==> src/rtl/mdio_pkg.sv <==
// Shared constants, FSM state type and frame builder for the Clause-22 MDIO master.
package mdio_pkg;

    localparam logic [1:0] MDIO_ST    = 2'b01;
    localparam logic [1:0] MDIO_OP_WR = 2'b01;
    localparam logic [1:0] MDIO_OP_RD = 2'b10;

    localparam int MDIO_PRE_LEN   = 32;
    localparam int MDIO_FRAME_LEN = 64;
    localparam int MDIO_TA_BIT    = 46;
    localparam int MDIO_DATA_BIT  = 48;
    localparam int BMSR_LINK_BIT  = 2;

    typedef enum logic [1:0] {
        IDLE,
        FRAME,
        DONE
    } mdio_state_e;

    // Read frames carry all-ones in TA/DATA; those bits go out with the pad released.
    function automatic logic [MDIO_FRAME_LEN-1:0] mdio_build_frame(
        input logic        rd,
        input logic [4:0]  phyad,
        input logic [4:0]  regad,
        input logic [15:0] wrdata
    );
        return {{MDIO_PRE_LEN{1'b1}}, MDIO_ST, (rd ? MDIO_OP_RD : MDIO_OP_WR),
                phyad, regad, (rd ? 2'b11 : 2'b10), (rd ? 16'hFFFF : wrdata)};
    endfunction

endpackage

==> src/rtl/mdio_master_if.sv <==
// MIIM request/response bundle between the MAC wrapper and the MDIO master.
interface mdio_master_if;
    // Handshake: miim_wren/miim_rden are single-cycle strobes taken only while
    // miim_busy is low (wren wins over rden); strobes seen while busy are dropped.
    // miim_rddata is valid in the cycle miim_rddata_valid is high and holds after.
    logic [4:0]  miim_phyad;
    logic [4:0]  miim_regad;
    logic [15:0] miim_wrdata;
    logic        miim_wren;
    logic        miim_rden;
    logic [15:0] miim_rddata;
    logic        miim_rddata_valid;
    logic        miim_busy;

    modport master (
        output miim_phyad, miim_regad, miim_wrdata, miim_wren, miim_rden,
        input  miim_rddata, miim_rddata_valid, miim_busy
    );

    modport slave (
        input  miim_phyad, miim_regad, miim_wrdata, miim_wren, miim_rden,
        output miim_rddata, miim_rddata_valid, miim_busy
    );
endinterface

==> src/rtl/mdio_clk_gen.sv <==
// MDC divider: CLK_DIV cycles low then CLK_DIV cycles high, held low while disabled.
module mdio_clk_gen #(
    parameter int CLK_DIV = 20
) (
    input  logic clk,
    input  logic rst,
    input  logic en,
    output logic mdc,
    output logic rise,
    output logic fall
);

    localparam int DW = (CLK_DIV > 1) ? $clog2(CLK_DIV) : 1;

    logic [DW-1:0] cnt;
    logic          last;

    assign last = en && (cnt == DW'(CLK_DIV - 1));
    // Strobes mark the cycle whose closing edge toggles mdc.
    assign rise = last && !mdc;
    assign fall = last && mdc;

    always_ff @(posedge clk or posedge rst) begin
        if (rst) begin
            cnt <= '0;
            mdc <= 1'b0;
        end else if (!en) begin
            cnt <= '0;
            mdc <= 1'b0;
        end else if (last) begin
            cnt <= '0;
            mdc <= ~mdc;
        end else begin
            cnt <= cnt + 1'b1;
        end
    end

endmodule

==> src/rtl/mdio_master.sv <==
// Clause-22 MDIO master: serialises MIIM requests and round-robin polls PHY link status.
module mdio_master
    import mdio_pkg::*;
#(
    parameter int         CLK_DIV     = 20,
    parameter int         NUM_PHY     = 1,
    parameter int         POLL_PERIOD = 1000000,
    parameter logic [4:0] POLL_REGAD  = 5'd1
) (
    input  logic               clk,
    input  logic               reset,
    mdio_master_if.slave       miim,
    output logic               mdc,
    input  logic               mdio_in,
    output logic               mdio_out,
    output logic               mdio_oen,
    input  logic               poll_en,
    input  logic [4:0]         poll_phyad_base,
    output logic [NUM_PHY-1:0] link_status,
    output logic               link_change,
    output mdio_state_e        state_dbg
);

    localparam int IDXW = (NUM_PHY > 1) ? $clog2(NUM_PHY) : 1;
    localparam int PTW  = $clog2(POLL_PERIOD + 1);

    mdio_state_e         state_q, state_d;
    logic                accept_wr, accept_rd, launch_poll, start;
    logic                mdc_rise, mdc_fall, frame_end;
    logic [63:0]         frame_sr;
    logic [5:0]          bit_cnt;
    logic                is_read, is_poll;
    logic [15:0]         rd_sr;
    logic [PTW-1:0]      poll_timer;
    logic                timer_full;
    logic [IDXW-1:0]     idx;
    logic [4:0]          poll_phy;
    logic [NUM_PHY-1:0]  ls_next;

    mdio_clk_gen #(.CLK_DIV(CLK_DIV)) u_clk_gen (
        .clk  (clk),
        .rst  (reset),
        .en   (state_q == FRAME),
        .mdc  (mdc),
        .rise (mdc_rise),
        .fall (mdc_fall)
    );

    assign timer_full     = (poll_timer == PTW'(POLL_PERIOD));
    assign poll_phy       = poll_phyad_base + 5'(idx);
    assign start          = accept_wr || accept_rd || launch_poll;
    assign frame_end      = (state_q == FRAME) && mdc_fall && (bit_cnt == 6'd63);
    assign miim.miim_busy = (state_q != IDLE);
    assign state_dbg      = state_q;

    always_ff @(posedge clk or posedge reset) begin
        if (reset) state_q <= IDLE;
        else       state_q <= state_d;
    end

    always_comb begin
        state_d     = state_q;
        accept_wr   = 1'b0;
        accept_rd   = 1'b0;
        launch_poll = 1'b0;
        case (state_q)
            IDLE: begin
                if (miim.miim_wren)              accept_wr   = 1'b1;
                else if (miim.miim_rden)         accept_rd   = 1'b1;
                else if (poll_en && timer_full)  launch_poll = 1'b1;
                if (accept_wr || accept_rd || launch_poll) state_d = FRAME;
            end
            FRAME:   if (frame_end) state_d = DONE;
            DONE:    state_d = IDLE;
            default: state_d = IDLE;
        endcase
    end

    // Link table with the finishing poll's BMSR link bit folded in.
    always_comb begin
        ls_next = link_status;
        for (int i = 0; i < NUM_PHY; i++) begin
            if (idx == IDXW'(i)) ls_next[i] = rd_sr[BMSR_LINK_BIT];
        end
    end

    always_ff @(posedge clk or posedge reset) begin
        if (reset) begin
            frame_sr               <= '1;
            bit_cnt                <= '0;
            is_read                <= 1'b0;
            is_poll                <= 1'b0;
            rd_sr                  <= '0;
            mdio_out               <= 1'b1;
            mdio_oen               <= 1'b1;
            miim.miim_rddata       <= '0;
            miim.miim_rddata_valid <= 1'b0;
            link_status            <= '0;
            link_change            <= 1'b0;
        end else begin
            miim.miim_rddata_valid <= 1'b0;
            link_change            <= 1'b0;
            if (start) begin
                frame_sr <= mdio_build_frame(!accept_wr,
                                             launch_poll ? poll_phy : miim.miim_phyad,
                                             launch_poll ? POLL_REGAD : miim.miim_regad,
                                             miim.miim_wrdata);
                bit_cnt  <= '0;
                is_read  <= !accept_wr;
                is_poll  <= launch_poll;
                mdio_out <= 1'b1;
                mdio_oen <= 1'b0;
            end else if (mdc_fall) begin
                if (bit_cnt == 6'd63) begin
                    mdio_out <= 1'b1;
                    mdio_oen <= 1'b1;
                    if (is_read && !is_poll) begin
                        miim.miim_rddata       <= rd_sr;
                        miim.miim_rddata_valid <= 1'b1;
                    end
                    if (is_poll) begin
                        link_status <= ls_next;
                        link_change <= (ls_next != link_status);
                    end
                end else begin
                    frame_sr <= frame_sr << 1;
                    mdio_out <= frame_sr[62];
                    bit_cnt  <= bit_cnt + 1'b1;
                    // Release the pad from the first turnaround bit of a read.
                    if (is_read && bit_cnt == 6'(MDIO_TA_BIT - 1)) mdio_oen <= 1'b1;
                end
            end
            if (mdc_rise && bit_cnt >= 6'(MDIO_DATA_BIT)) rd_sr <= {rd_sr[14:0], mdio_in};
        end
    end

    always_ff @(posedge clk or posedge reset) begin
        if (reset)                     poll_timer <= '0;
        else if (!poll_en || launch_poll) poll_timer <= '0;
        else if (!timer_full)          poll_timer <= poll_timer + 1'b1;
    end

    always_ff @(posedge clk or posedge reset) begin
        if (reset) begin
            idx <= '0;
        end else if (frame_end && is_poll) begin
            idx <= (idx == IDXW'(NUM_PHY - 1)) ? '0 : idx + 1'b1;
        end
    end

endmodule

==> src/flat_wrapper.sv <==
// flat-port wrapper written by rule: the top's interface ports become plain ports
module mdio_master_flat import mdio_pkg::*;
#(
    parameter int         CLK_DIV     = 20,
    parameter int         NUM_PHY     = 1,
    parameter int         POLL_PERIOD = 1000000,
    parameter logic [4:0] POLL_REGAD  = 5'd1
)
  (clk, reset, mdc, mdio_in, mdio_out, mdio_oen, poll_en, poll_phyad_base, link_status, link_change, state_dbg, miim_miim_phyad, miim_miim_regad, miim_miim_wrdata, miim_miim_wren, miim_miim_rden, miim_miim_rddata, miim_miim_rddata_valid, miim_miim_busy);
  mdio_master_if miim_i ();
  input  logic clk;
  input  logic reset;
  output logic mdc;
  input  logic mdio_in;
  output logic mdio_out;
  output logic mdio_oen;
  input  logic poll_en;
  input  logic [4:0] poll_phyad_base;
  output logic [NUM_PHY-1:0] link_status;
  output logic link_change;
  output mdio_state_e state_dbg;
  input wire logic [$bits(miim_i.miim_phyad)-1:0] miim_miim_phyad;
  input wire logic [$bits(miim_i.miim_regad)-1:0] miim_miim_regad;
  input wire logic [$bits(miim_i.miim_wrdata)-1:0] miim_miim_wrdata;
  input wire logic [$bits(miim_i.miim_wren)-1:0] miim_miim_wren;
  input wire logic [$bits(miim_i.miim_rden)-1:0] miim_miim_rden;
  output wire logic [$bits(miim_i.miim_rddata)-1:0] miim_miim_rddata;
  output wire logic [$bits(miim_i.miim_rddata_valid)-1:0] miim_miim_rddata_valid;
  output wire logic [$bits(miim_i.miim_busy)-1:0] miim_miim_busy;
  assign miim_i.miim_phyad = miim_miim_phyad;
  assign miim_i.miim_regad = miim_miim_regad;
  assign miim_i.miim_wrdata = miim_miim_wrdata;
  assign miim_i.miim_wren = miim_miim_wren;
  assign miim_i.miim_rden = miim_miim_rden;
  assign miim_miim_rddata = miim_i.miim_rddata;
  assign miim_miim_rddata_valid = miim_i.miim_rddata_valid;
  assign miim_miim_busy = miim_i.miim_busy;
  mdio_master #(.CLK_DIV(CLK_DIV), .NUM_PHY(NUM_PHY), .POLL_PERIOD(POLL_PERIOD), .POLL_REGAD(POLL_REGAD)) u_core (.clk(clk), .reset(reset), .miim(miim_i), .mdc(mdc), .mdio_in(mdio_in), .mdio_out(mdio_out), .mdio_oen(mdio_oen), .poll_en(poll_en), .poll_phyad_base(poll_phyad_base), .link_status(link_status), .link_change(link_change), .state_dbg(state_dbg));
endmodule
==> config.mk <==
export PLATFORM = sky130hd
export DESIGN_NAME = mdio_master_flat
export DESIGN_NICKNAME = d
export VERILOG_FILES = /design/src/rtl/mdio_pkg.sv /design/src/rtl/mdio_master_if.sv /design/src/rtl/mdio_clk_gen.sv /design/src/rtl/mdio_master.sv /design/src/flat_wrapper.sv
export SDC_FILE = /design/constraint.sdc
export NUM_CORES = 1
export LEC_CHECK = 0
export CAP_MARGIN = 20
export CORE_ASPECT_RATIO = 1.4
export CORE_MARGIN = 4
export CORE_UTILIZATION = 55
export CTS_CLUSTER_DIAMETER = 120
export DETAILED_ROUTE_END_ITERATION = 8
export DONT_BUFFER_PORTS = 1
export PLACE_DENSITY_LB_ADDON = 0.08
export SLEW_MARGIN = 30
export SYNTH_ARGS = -nofsm -noshare
export SYNTH_HDL_FRONTEND = slang
export SYNTH_HIERARCHICAL = 1
export SYNTH_SLANG_ARGS = --single-unit
==> constraint.sdc <==
create_clock -name clk -period 4.1 [get_ports clk]
set_input_delay 0.82 -clock clk [delete_from_list [all_inputs] [get_ports clk]]
set_output_delay 0.82 -clock clk [all_outputs]
set_load 0.01 [all_outputs]
==> impl_metrics.csv, run 1 <==
group,metric,value,unit
outcome,status,"finished, final reports clean",
critical_path,required,4360,ps
synthesis,yosys_warnings,6,
pwr,power.density,427,nW/um^2
synthesis,yosysSeqAreaShare,56.8,%
sta,rsz0062_at_grt,"false",
route,drt_iter0_drc,220,
route,first_pass_iters,5,
global_routing,grt_pass1_vias,4157,
floorplan,core,10900,sq um
critical_path,crit_fanout,20,
sta,finClkSkew,16.2,ps
sta,maxSlewViolCount,0,
sta,min_period,2580,ps
route,num_vias,4086,
critical_path,cp-start-kind,"flip-flop",
clocking,clock_latency,410,ps
critical_path,crit_type,"flip-flop to flip-flop",
synthesis,synth_cell_types,50,
cells_and_area,n_antenna_cell,0,
clocking,tritoncts,"yes",
cells_and_area,n_fill_cell,889,
cells_and_area,nets,615,
place,gp_congestion,0.761,
floorplan,fp-row-count,45,
cells_and_area,register_area,3480,sq um
floorplan,fp.dieArea,12900,sq um
route,wl_met3,648,um
global_routing,grt.total_usage,19.6,%
cells_and_area,drive_above_1_share,26.5,%
route,routed-wl-met2,6120,um
synthesis,syn_area_per_cell,10.6,sq um
clocking,htree_levels,4,
route,drc_errors,0,
sta,max_slew_margin,38.2,%
floorplan,die_y,133,um
place,hpwl,7800,um
global_routing,grt_max_degree,67,
sta,fin_hold_ws,207,ps
clocking,path_clk_slew,60,ps
sta,setup_tns,0,ps
clocking,cts_resized,0,
global_routing,antenna_found_initial,0,
route,top_layer,"met4",
job,drv_cap,0,
hold_path,hold_class,"input pin to async pin",
route,wl_per_cell,16.6,um
route,wl,12100,um
sta,period_share,62.9,%
cells_and_area,area.growth.synth_to_final,10.6,%
critical_path,arrival,2830,ps
clocking,cts_setup_buffers,0,
floorplan,die_w,97.2,um
sta,setup_viol,0,
synthesis,synthesis.area,6130,sq um
floorplan,initial_utilization,56.4,%
clocking,clock_sinks,136,
cells_and_area,multi_input_area,2480,sq um
clocking,ctsRootBufferMaster,"clkbuf_16",
place,port_buffers,0,
synthesis,synth-seq-cells,136,
synthesis,synthCells,577,
floorplan,io_pins,62,
sta,timing.final.hold_violations,0,
critical_path,cp-end-kind,"flip-flop",
clocking,cts_buffers,17,
pwr,peakVddDrop,0.000267,V
synthesis,synth_edf_count,0,
clocking,cts-hold-fix-buffers,0,
synthesis,ys.flop_type,"dfrtp_1",
synthesis,synth_fp_nets,619,
global_routing,grt_pass1_wl,20500,um
route,antenna_left,0,
pwr,leakage,3.05,nW
clocking,clockBufferDepth,2,
sta,max_freq,388,MHz
route,wl_met1,5050,um
global_routing,grt-ovfl-total,0,
synthesis,async_reset_ff_share,100,%
route,vias_per_cell,5.62,
sta,tightest_slew,924,ps
[cell type report]
cell class                      count  area share [%]
Clock buffer                       19            6.38
Clock inverter                     13            1.79
Inverter                            8           0.498
Multi-Input combinational cell    403            36.5
Sequential cell                   136            51.4
Tap cell                          141            2.60
Timing Repair Buffer                7           0.830
[Yosys cell counts, types with 3 or more instances]
library cell    n  area (sq um)
inv_1           8          30.0
o21ai_0        12          60.1
nand2_1       124           465
dfrtp_1        71          1780
nand3_1        46           230
and4_1          4          35.0
mux2i_1         5          50.1
mux2_2         23           259
ha_1            5          62.6
and3_1          5          31.3
nor3b_1        15           113
buf_2           8          40.0
nor4_1          3          18.8
or2_2           3          18.8
xnor2_1        10          87.6
nor2_1         40           150
nor3_1          9          45.0
a21oi_1         9          45.0
a31oi_1        19           119
dfstp_2        65          1710
buf_6           3          33.8
mux2_4         10           150
xor2_1         16           140
nand4_1         6          37.5
clkbuf_1       18          67.6
nand2b_1        5          31.3
and2_1          4          25.0
a22oi_1         4          30.0
[kinds of logic (layout without fill, tap and decap cells)]
| family | Yosys count | after routing | share of synthesized area [%] |
|---|---|---|---|
| AOI/OAI and AO/OA | 55 | 55 | 5.80 |
| muxes | 38 | 38 | 7.49 |
| DFF | 136 | 136 | 56.8 |
| adders and majority gates | 5 | 5 | 1.02 |
| buffers and inverters | 38 | 47 | 2.92 |
| and+or+nand+nor | 279 | 279 | 22.2 |
| xor gates and xnor gates | 26 | 26 | 3.71 |
[where the power goes]
part | internal (mW) | switching, mW | total (mW)
Combinational | 0.0265 | 0.0478 | 0.0743
Sequential | 1.39 | 0.0218 | 1.41
Clock | 0.840 | 0.573 | 1.41
[stage by stage]
stage / utilization [%] / setup slack (ps) / instances / power (mW) / area (sq um)
floorplan: - / 1720 / 577 / 1.49 / 6130
global route: 62.4 / 1330 / 727 / 3.03 / 6780
finish: 62.4 / 1520 / 727 / 2.90 / 6780
CTS: 62.3 / 1360 / 726 / 2.93 / 6770
global placement: 57.2 / 1360 / 694 / 1.50 / 6220
detailed placement: 57.2 / 1280 / 694 / 1.51 / 6220
[cell usage in the layout (no fill, tap or decap), types with 5 or more instances in the layout]
master and instances:
nor3b_1 15, dfstp_2 65, inv_1 7, nand3_1 46, mux2i_1 5, xnor2_1 10, a21oi_1 9, and3_1 5
nor3_1 9, clkbuf_16 17, buf_4 6, nand2_1 124, ha_1 5, o21ai_0 12, nand4_1 6, nor2_1 40
xor2_1 16, a31oi_1 19, mux2_2 23, dfrtp_1 71, nand2b_1 5, mux2_4 10
[worst max-delay path, cell delays in order, from the launching register on]
cell and delay (ps):
dfrtp_1 410, inv_1 100, ha_1 150, and4b_1 210, nand3_2 160, nor3_1 600, nand2b_1 670, nor2_1 120
[metal layers]
layer  vias to the layer above  global-route usage [%]
met2                        97                    31.7
met3                        16                    6.12
li1                       1948                       -
met1                      2025                    24.2
met4                         0                    8.78
met5                         -                       0
[final timing paths]
kind	startpoint	to	slack, ps	cells past startpoint
setup / recovery	u_core/poll_timer[0]	u_core/poll_timer[8]	1520	7
hold / removal	reset	u_core/u_clk_gen/cnt[3]	210	1
setup reg to reg	u_core/poll_timer[0]	u_core/poll_timer[8]	1520	7
hold reg to reg	u_core/u_clk_gen/cnt[0]	u_core/u_clk_gen/cnt[0]	470	1
max in group asynchronous	reset	u_core/bit_cnt[1]	3000	2
min in group clk	u_core/u_clk_gen/cnt[0]	u_core/u_clk_gen/cnt[0]	470	1
[registers in the layout (all words and copies together), names as in the netlist]
name	flops
u_core/frame_sr	63
u_core/poll_timer	20
u_core/miim.miim_rddata	16
u_core/rd_sr	16
u_core/bit_cnt	6
u_core/u_clk_gen/cnt	5
u_core/state_dbg	2
u_core/is_poll	1
u_core/is_read	1
u_core/link_change	1
u_core/link_status	1
u_core/mdio_oen	1
u_core/mdio_out	1
u_core/miim.miim_rddata_valid	1
u_core/u_clk_gen/mdc	1
Power figures use the tool's default switching activity.
==> run 2: changes to the inputs <==
==> constraint.sdc (replaced) <==
create_clock -name clk -period 2.4 [get_ports clk]
set_input_delay 0.48 -clock clk [delete_from_list [all_inputs] [get_ports clk]]
set_output_delay 0.48 -clock clk [all_outputs]
set_load 0.01 [all_outputs]
==> impl_metrics.csv, run 2 (synthesis results as in run 1) <==
group,metric,value,unit
floorplan,initial_utilization,56.4,%
cells_and_area,drive_above_1_share,27.7,%
cells_and_area,n_antenna_cell,0,
cells_and_area,multi_input_area,2480,sq um
route,first_pass_iters,4,
critical_path,crit_end,"u_core/frame_sr[54]",
cells_and_area,reg_top3,"u_core/frame_sr (63), u_core/poll_timer (20)",
clocking,clock_latency,420,ps
clocking,cts_buffers,17,
job,drv_cap,0,
cells_and_area,nets,622,
sta,finClkSkew,10.5,ps
global_routing,grt_max_degree,131,
place,placed_cell_area,6320,sq um
critical_path,required,2750,ps
critical_path,rrSetupSlack,200,ps
global_routing,grt_pass1_wl,20200,um
cells_and_area,final_cell_mix,"nand2_1, dfrtp_1, dfstp_2, nand3_1, nor2_1",
global_routing,grt-ovfl-total,0,
sta,period_share,91.5,%
sta,timing.final.hold_violations,0,
clocking,htree_levels,4,
critical_path,arrival,2550,ps
floorplan,io_pins,62,
critical_path,crit_fanout,30,
clocking,cts_setup_buffers,0,
critical_path,reg2reg_depth,7,
route,wl,11900,um
pwr,peakVddDrop,0.000510,V
critical_path,cp-start-kind,"flip-flop",
clocking,clock_sinks,136,
critical_path,r2r-start,"u_core/u_clk_gen/cnt[0]",
cells_and_area,register_area,3480,sq um
sta,rsz0062_at_grt,"false",
critical_path,crit_type,"flip-flop to flip-flop",
cells_and_area,area.growth.synth_to_final,12.8,%
cells_and_area,n_fill_cell,881,
floorplan,die_w,97.2,um
critical_path,cp-end-kind,"flip-flop",
sta,tightest_slew,702,ps
sta,setup_viol,0,
clocking,clockBufferDepth,2,
global_routing,antenna_found_initial,0,
route,wl_per_cell,16.3,um
route,antenna_left,0,
route,vias_per_cell,5.61,
sta,max_freq,455,MHz
global_routing,grt_pass1_vias,4257,
pwr,leakage,3.12,nW
outcome,status,"finished, final reports clean",
place,port_buffers,0,
place,gp_congestion,0.798,
route,drc_errors,0,
route,drt_iter0_drc,190,
critical_path,cp-startpoint,"u_core/u_clk_gen/cnt[0]",
critical_path,crit_chain,"ha_1 -> and4bb_2 -> and3_2 -> o21a_2 -> buf_4 -> nand2_1 -> nand3_1",
cells_and_area,top_register,"u_core/frame_sr",
hold_path,hold_class,"input pin to async pin",
critical_path,r2r-end,"u_core/frame_sr[54]",
cells_and_area,mostFrequentLayoutCell,"nand2_1",
sta,setup_tns,0,ps
global_routing,grt.total_usage,19.4,%
sta,max_slew_margin,53.2,%
clocking,ctsRootBufferMaster,"clkbuf_16",
cells_and_area,design_area,6910,sq um
route,num_vias,4119,
sta,maxSlewViolCount,0,
floorplan,die_y,133,um
cells_and_area,largest_reg_flops,63,
pwr,power.density,730,nW/um^2
clocking,tritoncts,"yes",
floorplan,core,10900,sq um
clocking,path_clk_slew,60,ps
critical_path,max_stage_delay,370,ps
critical_path,critPathSlowestCell,"dfrtp_1",
sta,min_period,2200,ps
floorplan,fp-row-count,45,
floorplan,fp.dieArea,12900,sq um
place,hpwl,7690,um
## run 2: cell types whose count changed in the layout (fill, tap and decap cells not counted), moves of 2 or more
cell and change:
buf_4 +2, clkinv_4 -3, buf_12 +4, clkinv_2 -2
inv_8 +6, clkbuf_1 -2, inv_6 +2
## run 2: worst min-delay path by stage
stage | from | end | slack, ps | cells past startpoint
global placement | reset | u_core/u_clk_gen/cnt[3] | 300 | 1
floorplan | reset | u_core/u_clk_gen/cnt[0] | 270 | 1
CTS | miim_miim_wren | u_core/frame_sr[0] | 110 | 1
finish | reset | u_core/state_dbg[0] | 70 | 2
detailed placement | reset | u_core/u_clk_gen/mdc | 310 | 1
global route | miim_miim_wren | u_core/frame_sr[0] | 100 | 1
## run 2: repair_timing
action / 4_1_cts / 5_1_grt
gates resized for setup: 0 / 2
hold buffers: 1 / 0
endpoints found under the hold margin: 6 / 0
endpoints found under the setup margin: 0 / 36
## run 2: report_power, final
| part | total, mW | internal (mW) | switching, mW |
|---|---|---|---|
| clock | 2.51 | 1.39 | 1.12 |
| combinational | 0.132 | 0.0489 | 0.0827 |
| sequential | 2.41 | 2.37 | 0.0369 |
## run 2: per-stage QoR
step	worst slack, ps	std cells	power, mW	hold WS [ps]	utilization (%)
floorplan	269	577	2.54	271	-
global placement	194	701	2.57	296	58.1
detailed placement	139	701	2.58	313	58.1
CTS	45.5	734	5.12	107	63.5
global route	60.3	734	5.25	103	63.6
finish	204	734	5.05	74.1	63.6
## run 2: worst max-delay path: cells and delay by family, from the launching register on
family                     cells  cell delay (ps)
and+or+nand+nor                4              800
DFF                            1              370
AOI/OAI and AO/OA              1              370
buffers and inverters          1              370
adders and majority gates      1              210
## run 2: final cells by class
cell class | instances | area share [%]
Multi-Input combinational cell | 403 | 35.9
Clock buffer | 17 | 6.15
Inverter | 8 | 0.489
Timing Repair Buffer | 14 | 2.33
Clock inverter | 15 | 2.15
Tap cell | 141 | 2.55
Sequential cell | 136 | 50.4
## run 2: metal layers
layer	routed length, um	global-route usage, %	up-vias
met2	5950	31.8	74
met4	274	7.93	0
met5	0	0	-
met1	5040	22.6	2049
li1	-	-	1973
met3	667	7.86	23
